===== config.mk =====
export PLATFORM = sky130hd
export DESIGN_NAME = if_fetch_unit
export DESIGN_NICKNAME = d
export VERILOG_FILES = /design/src/rtl/if_fetch_unit.sv
export SDC_FILE = /design/constraint.sdc
export NUM_CORES = 1
export LEC_CHECK = 0
export CAP_MARGIN = 5
export CORE_UTILIZATION = 40
export DETAILED_ROUTE_END_ITERATION = 10
export PLACE_DENSITY = 0.86
export SETUP_SLACK_MARGIN = 0.1
export SLEW_MARGIN = 0
export SYNTH_ARGS = -nofsm -noshare
export SYNTH_HDL_FRONTEND = slang
export SYNTH_SLANG_ARGS = --single-unit

===== constraint.sdc =====
create_clock -name cpu_clk -period 1.8 [get_ports cpu_clk]
set_input_delay 0.54 -clock cpu_clk [delete_from_list [all_inputs] [get_ports cpu_clk]]
set_output_delay 0.54 -clock cpu_clk [all_outputs]
set_load 0.03 [all_outputs]

===== src/rtl/if_fetch_unit.sv =====
// Instruction-fetch stage: holds the PC, issues one req/ack read per IF_clk
// strobe and latches the returned word for decode. BR_clk advances the PC.
// Optional feature macro: FETCH_TIMEOUT_EN (bounded WAIT plus sticky fetch_fault).
//
// state  | meaning
// -------+---------------------------------------------
// S_IDLE | no fetch outstanding, imem_req low
// S_WAIT | request issued, waiting for imem_ack
module if_fetch_unit #(
    parameter int AW       = 32,
    parameter int DW       = 32,
    parameter int PC_STEP  = 4,
    parameter int RESET_PC = 0,
    parameter int TIMEOUT  = 15
) (
    input  logic          cpu_clk,
    input  logic          reset,
    input  logic          IF_clk,
    input  logic          BR_clk,
    input  logic          br_taken,
    input  logic [AW-1:0] br_target,
    output logic          imem_req,
    output logic [AW-1:0] imem_addr,
    input  logic          imem_ack,
    input  logic [DW-1:0] imem_rdata,
    output logic [DW-1:0] instr,
    output logic [AW-1:0] pc_out,
    output logic          instr_valid,
    output logic          busy,
`ifdef FETCH_TIMEOUT_EN
    output logic          fetch_fault,
`endif
    output logic          overrun_err
);

    typedef enum logic {S_IDLE, S_WAIT} state_t;

    state_t        state_q, state_d;
    logic [AW-1:0] pc_q, pc_d;
    logic [AW-1:0] addr_q, addr_d;
    logic [DW-1:0] instr_q, instr_d;
    logic          req_q, req_d;
    logic          valid_q, valid_d;
    logic          busy_q, busy_d;
    logic          overrun_q, overrun_d;

`ifdef FETCH_TIMEOUT_EN
    localparam int CW = ($clog2(TIMEOUT + 1) > 4) ? $clog2(TIMEOUT + 1) : 4;
    logic [CW-1:0] cnt_q, cnt_d;
    logic          fault_q, fault_d;
`endif

    // Next-state logic for the fetch FSM and the PC.
    always_comb begin
        state_d   = state_q;
        pc_d      = pc_q;
        addr_d    = addr_q;
        instr_d   = instr_q;
        req_d     = req_q;
        valid_d   = 1'b0;
        busy_d    = busy_q;
        overrun_d = overrun_q;
`ifdef FETCH_TIMEOUT_EN
        cnt_d     = cnt_q;
        fault_d   = fault_q;
`endif
        case (state_q)
            S_IDLE: begin
                if (IF_clk) begin
                    state_d = S_WAIT;
                    req_d   = 1'b1;
                    busy_d  = 1'b1;
                    addr_d  = pc_q;
`ifdef FETCH_TIMEOUT_EN
                    cnt_d   = '0;
`endif
                end
            end
            S_WAIT: begin
                // A strobe arriving mid-fetch is dropped, only flagged.
                if (IF_clk) begin
                    overrun_d = 1'b1;
                end
                if (imem_ack) begin
                    state_d = S_IDLE;
                    instr_d = imem_rdata;
                    valid_d = 1'b1;
                    req_d   = 1'b0;
                    busy_d  = 1'b0;
                end
`ifdef FETCH_TIMEOUT_EN
                else if (cnt_q == CW'(TIMEOUT - 1)) begin
                    state_d = S_IDLE;
                    req_d   = 1'b0;
                    busy_d  = 1'b0;
                    fault_d = 1'b1;
                end else begin
                    cnt_d = cnt_q + 1'b1;
                end
`endif
            end
            default: state_d = S_IDLE;
        endcase
        // PC update is independent of the fetch; a fetch started on the
        // same edge already captured the old PC above.
        if (BR_clk) begin
            pc_d = br_taken ? br_target : pc_q + AW'(PC_STEP);
        end
    end

    // State register with synchronous reset.
    always_ff @(posedge cpu_clk) begin
        if (reset) begin
            state_q   <= S_IDLE;
            pc_q      <= AW'(RESET_PC);
            addr_q    <= '0;
            instr_q   <= '0;
            req_q     <= 1'b0;
            valid_q   <= 1'b0;
            busy_q    <= 1'b0;
            overrun_q <= 1'b0;
`ifdef FETCH_TIMEOUT_EN
            cnt_q     <= '0;
            fault_q   <= 1'b0;
`endif
        end else begin
            state_q   <= state_d;
            pc_q      <= pc_d;
            addr_q    <= addr_d;
            instr_q   <= instr_d;
            req_q     <= req_d;
            valid_q   <= valid_d;
            busy_q    <= busy_d;
            overrun_q <= overrun_d;
`ifdef FETCH_TIMEOUT_EN
            cnt_q     <= cnt_d;
            fault_q   <= fault_d;
`endif
        end
    end

    assign imem_req    = req_q;
    assign imem_addr   = addr_q;
    assign instr       = instr_q;
    assign pc_out      = pc_q;
    assign instr_valid = valid_q;
    assign busy        = busy_q;
    assign overrun_err = overrun_q;
`ifdef FETCH_TIMEOUT_EN
    assign fetch_fault = fault_q;
`endif

endmodule


==> flow_metrics.tcl, run 1 <==
set metrics [dict create \
    drv_cap 0 \
    synth_flop_cell "dfxtp_1" \
    skew_ns 0.01253 \
    drive_gt1_frac 0.2216 \
    hold_class "register to register" \
    drtPass1Iterations 5 \
    totalWireLength_microns 15570 \
    arrival_ns 1.97 \
    area_growth_pct 53.66 \
    fin_util 0.6421 \
    row_count 37 \
    max_stage_delay_ns 0.36 \
    fill_cells 920 \
    hold_violations 0 \
    clk_path_buf_depth 2 \
    tritoncts "yes" \
    slew_headroom 0.7119 \
    fp.dieW_microns 106.5 \
    pre_cts_ws_ns -0.2969 \
    r2r-end "pc_out[28]" \
    nets 779 \
    synthTopCellsByArea "dfxtp_1 (46%), nand2_1 (8.1%), a22o_1 (6.8%)" \
    cts-htree-levels 3 \
    slew_viol_final 0 \
    viasPerCell 5.748 \
    synth_nets 584 \
    yosysMostFrequentCell "dfxtp_1" \
    grt_usage 0.2697 \
    path_class "register to register" \
    synth_warnings 0 \
    ys_types 59 \
    finalPower_mw 4.851 \
    setup_tns_ns 0 \
    dp_cells 832 \
    synth_area_sq_um 4372 \
    core_sq_um 10460 \
    slowest_stage "dfxtp_4" \
    clkSinkCount 100 \
    crit_path_cell_trace "ha_2 -> buf_4 -> nand3_2 -> nor4_2 -> buf_4 -> a21oi_1 -> a211o_1" \
    critPathTopFamily "simple AND/OR/NAND/NOR gates" \
    synth_edf_count 0 \
    vias 4880 \
    startpoint "pc_out[2]" \
    stdcell_count 849 \
    outcome "finished clean" \
    synth.top_cells.by_count "dfxtp_1 (100), nand2_1 (94), a21oi_1 (45)" \
    synthArstFlopShare 0 \
    yosys.area.top_type "dfxtp_1" \
    synth-seq-cells 100 \
    setup_viol 0 \
    drc 0 \
    ir_worst_vdd_mv 0.4516 \
    antenna_found_initial 0 \
    initial_core_util 0.4178 \
    reg2reg_from "pc_out[2]" \
    die_area_sq_um 11350 \
    reg2reg_slack_ns 0.09 \
    grt_max_degree 40 \
    critPathLaunchType "register" \
    worst_pin_slew_ns 0.4321 \
    grt_setup_unrepaired "yes" \
    detail-route-antenna-nets 0 \
    worst_setup_path_end_kind "register" \
    yosysTopAreaCellShare 0.4579 \
    synth_cells 513 \
    rr_worst_depth 7 \
    gp_congestion 0.9032 \
    crit_fanout 6 \
    period_share 0.9487 \
    cts_buffers 9 \
    grt_pass1_wl_microns 23740 \
    cp.depth 7 \
    max_freq_mhz 585.6 \
    grt_pass1_vias 4565 \
    wl_per_cell_microns 18.34 \
    first_iter_violations 368 \
    port_buffers 169 \
    critical_path_buf_inv_count 2 \
    critPathMostFrequentCell "buf_4" \
    worst_slack_ns 0.09231 \
    grt-ovfl-total 0 \
    seq_area_frac_synth 0.4579 \
    clk_pin_slew_ns 0.10 \
    antenna-diode-count 0 \
    p_leak_nw 2.684 \
    cp.required_ns 2.06 \
    fp.dieH_microns 106.5 \
    clock_latency_ns 0.37 \
    ctsHoldBuffers 0 \
    period_needed_ns 1.708 \
    io_pins 170 \
    critPathCapture "pc_out[28]" \
    p_per_area_nw_per_um2 722.2 \
    clock-root-buffer "clkbuf_8" \
    synth.avg_cell_area_sq_um 8.522 \
    dp_hpwl_microns 11350 \
]
-- layer usage --
metal | share of wire | vias to the layer above | GRT usage
met5 | 0 | - | 0
met2 | 0.51 | 246 | 0.4601
li1 | - | 2269 | -
met1 | 0.39 | 2333 | 0.3303
met3 | 0.080 | 32 | 0.06254
met4 | 0.022 | 0 | 0.09883
-- timing repair --
| action | 4_1_cts | 5_1_grt |
|---|---|---|
| pin swaps | 0 | 4 |
| buffers inserted | 0 | 1 |
| resized for setup | 145 | 78 |
| cloned | 0 | 0 |
| setup endpoints to repair | 107 | 82 |
-- per-stage QoR --
stage	instance area [sq um]	hold WS (ns)
detailed placement	6591	0.4524
finish	6718	0.4594
floorplan	4448	0.5112
CTS	6728	0.4629
global route	6718	0.4833
global placement	6591	0.4439
-- placed cells by master (no fill, tap or decap), types with 5 or more instances in the layout --
master,count
dfxtp_1,75
nand3_1,10
a311o_1,5
nor3_1,9
a22oi_1,15
o21ai_0,12
a22o_1,34
o31ai_1,5
buf_4,53
clkdlybuf4s15_2,10
a21oi_1,44
nor2_1,21
dlygate4sd2_1,34
clkbuf_2,20
dfxtp_2,15
clkdlybuf4s50_1,66
nor4_1,6
clkdlybuf4s15_1,34
a31oi_1,5
nand4_1,10
nand2b_1,7
dfxtp_4,10
and3_1,8
nand2_1,93
clkbuf_8,9
inv_1,10
-- layout make-up --
cell class / instances / area (sq um) / area share
Clock inverter: 5 / 51.30 / 0.007636
Inverter: 11 / 41.29 / 0.006146
Timing Repair Buffer: 227 / 2031 / 0.3023
Clock buffer: 11 / 152.6 / 0.02272
Sequential cell: 100 / 2058 / 0.3064
Multi-Input combinational cell: 359 / 2213 / 0.3295
Tap cell: 136 / 170.2 / 0.02533
-- worst min-delay path, cell delays in order, from the launching register on --
cell and delay (ns):
dfxtp_1 0.32, nand2_1 0.05, a21oi_1 0.05
-- power breakdown --
part,total [mW],leakage [nW],internal (mW),switching [mW]
clock,1.46,0.104,0.618,0.845
sequential,2.41,0.828,2.31,0.0990
combinational,0.977,1.75,0.426,0.551
-- cells by family after synthesis --
kind of cell	share of synthesized area
flops	0.4579
fa+ha+maj	0.002862
buf+inv	0.04865
mux	0.006869
simple gates	0.2327
compound gates	0.2510
-- flip-flops by register name, summed over array words and instances (netlist names) --
register     cells
state_q          1
imem_addr       32
overrun_err      1
instr_valid      1
instr           32
busy             1
pc_out          32
-- worst min path at each step --
stage | start | end | slack, ns | depth (start not counted)
6_report | imem_addr[8] | imem_addr[8] | 0.46 | 2
5_1_grt | imem_addr[0] | imem_addr[0] | 0.48 | 2
4_1_cts | imem_addr[19] | imem_addr[19] | 0.46 | 2
3_5_place_dp | imem_addr[19] | imem_addr[19] | 0.45 | 2
3_3_place_gp | imem_addr[15] | imem_addr[15] | 0.44 | 2
2_1_floorplan | state_q | state_q | 0.51 | 1
Power figures use the tool's default switching activity.
==> inputs of run 2 (changes only) <==
GPL_TIMING_DRIVEN = 0   (was not set)
==> run 2 against run 1 <==
Clock skew grew 0.0020 ns. Total power shrank 0.52%. First-iteration DRC count grew 60%. Via count grew 3.4%. Flip-flop and latch count is the same. Clock power is essentially flat. Critical path depth shrank 6. Critical path type is now register to primary output. Largest cell class unchanged.
==> flow_metrics.tcl, run 2 (same netlist as run 1, synthesis figures left out) <==
set metrics [dict create \
    outcome "finished clean" \
    pre_cts_ws_ns -0.9433 \
    swShare 0.3203 \
    p_sw_mw 1.546 \
    clk_pin_slew_ns 0.10 \
    clkSinkCount 100 \
    port_buffers 168 \
    hold_violations 0 \
    grt_max_degree 19 \
    totalWireLength_microns 16460 \
    io_pins 170 \
    dp_hpwl_microns 11700 \
    detail-route-antenna-nets 0 \
    antenna_found_initial 0 \
    worst_slack_ns 0.09865 \
    crit_fanout 5 \
    crit_path_cell_trace "clkdlybuf4s15_2" \
    path_class "register to primary output" \
    initial_core_util 0.4178 \
    clock_latency_ns 0.38 \
    cts_buffers 9 \
    grt_pass1_vias 4784 \
    area_growth_pct 55.12 \
    p_leak_nw 2.676 \
    first_iter_violations 589 \
    drc 0 \
    slew_viol_final 0 \
    critical_path_buf_inv_count 1 \
    fp.dieH_microns 106.5 \
    clkPwrFrac 0.298 \
    gp_congestion 0.9258 \
    cp.required_ns 1.26 \
    wl_per_cell_microns 19.40 \
    grtUsageMet3 0.06683 \
    register_area_sq_um 2081 \
    power_frac_seq 0.504 \
    fp.dieW_microns 106.5 \
    p_per_area_nw_per_um2 711.7 \
    skew_ns 0.01457 \
    critPathTopFamily "flip-flops" \
    setup_viol 0 \
    max_stage_delay_ns 0.46 \
    viasPerCell 5.952 \
    clock-root-buffer "clkbuf_8" \
    grt-ovfl-total 0 \
    nets 778 \
    top_usage_layer "met2" \
    period_share 0.9452 \
    max_freq_mhz 587.8 \
    layout_common_cells "nand2_1 (92), dfxtp_1 (71), clkdlybuf4s50_1 (66)" \
    grt_pass1_wl_microns 24960 \
    grt.met2_usage 0.4685 \
    antenna-diode-count 0 \
    grt_usage 0.2843 \
    slew_headroom 0.5769 \
    vias 5047 \
    cts-htree-levels 3 \
    clk_path_buf_depth 2 \
    worst_pin_slew_ns 0.6346 \
    drive_gt1_frac 0.2275 \
    period_needed_ns 1.701 \
    die_area_sq_um 11350 \
    grt_setup_unrepaired "yes" \
    hold_class "register to register" \
    p_int_mw 3.280 \
    core_sq_um 10460 \
    ctsHoldBuffers 0 \
    ir_worst_vdd_mv 0.4780 \
    worst_setup_path_end_kind "primary output" \
    drtPass1Iterations 6 \
    final_common_cell "nand2_1" \
    slowest_stage "dfxtp_1" \
    fill_cells 886 \
    combPwrFrac 0.198 \
    tritoncts "yes" \
    holdWs_ns 0.4563 \
    multiInputGateArea_sq_um 2305 \
    row_count 37 \
    critPathLaunchType "register" \
    arrival_ns 1.16 \
    grt_util_met1 0.3484 \
    drv_cap 0 \
]
-- run 2: tightest hold or removal path: stages (launching register included) --
cell	delay [ns]
dfxtp_1	0.32
nand2_1	0.05
a21oi_1	0.05
-- run 2: path summary, 6_finish.rpt --
check | startpoint | end | slack (ns) | cells after the start
worst max-delay path | pc_out[30] | pc_out[30] | 0.1 | 1
worst min-delay path | imem_addr[15] | imem_addr[15] | 0.46 | 2
worst max register to register | pc_out[5] | pc_out[25] | 0.12 | 7
worst min register to register | imem_addr[15] | imem_addr[15] | 0.46 | 2
-- run 2: repair_timing --
| item | 4_1_cts | 5_1_grt |
|---|---|---|
| buffers inserted | 12 | 4 |
| gates resized for setup | 214 | 93 |
| pin swaps | 7 | 2 |
| setup endpoints to repair | 200 | 144 |
-- run 2: power by group through the flow --
stage	sequential [mW]	combinational [mW]	clock [mW]
floorplan	2.65	0.302	0
global placement	2.48	0.934	0
detailed placement	2.48	0.951	0
CTS	2.43	0.929	1.44
global route	2.45	1.01	1.53
finish	2.43	0.956	1.44
-- run 2: area by class of cell --
class / count / area share
clock buffer: 10 / 0.02030
buffer: 42 / 0.03967
timing repair buffer: 184 / 0.2531
inverter: 11 / 0.006827
sequential: 100 / 0.3068
tap: 136 / 0.02509
clock inverter: 6 / 0.008303
multi-input combinational: 359 / 0.3399
-- run 2: through the flow --
stage / instance area (sq um) / power [mW] / TNS [ns] / cells / util
floorplan: 4448 / 2.951 / 0 / 513 / -
global placement: 6300 / 3.412 / -73.55 / 817 / 0.6021
detailed placement: 6300 / 3.435 / -77.28 / 817 / 0.6021
CTS: 6686 / 4.798 / 0 / 844 / 0.6391
global route: 6782 / 4.990 / 0 / 848 / 0.6482
finish: 6782 / 4.826 / 0 / 848 / 0.6482
-- run 2: per-layer routing --
layer,vias to the layer above,routed length (microns),part of all wire
li1,2274,-,-
met1,2349,6211,0.38
met2,350,7889,0.48
met3,74,1662,0.10
met4,0,691,0.042
met5,-,0,0
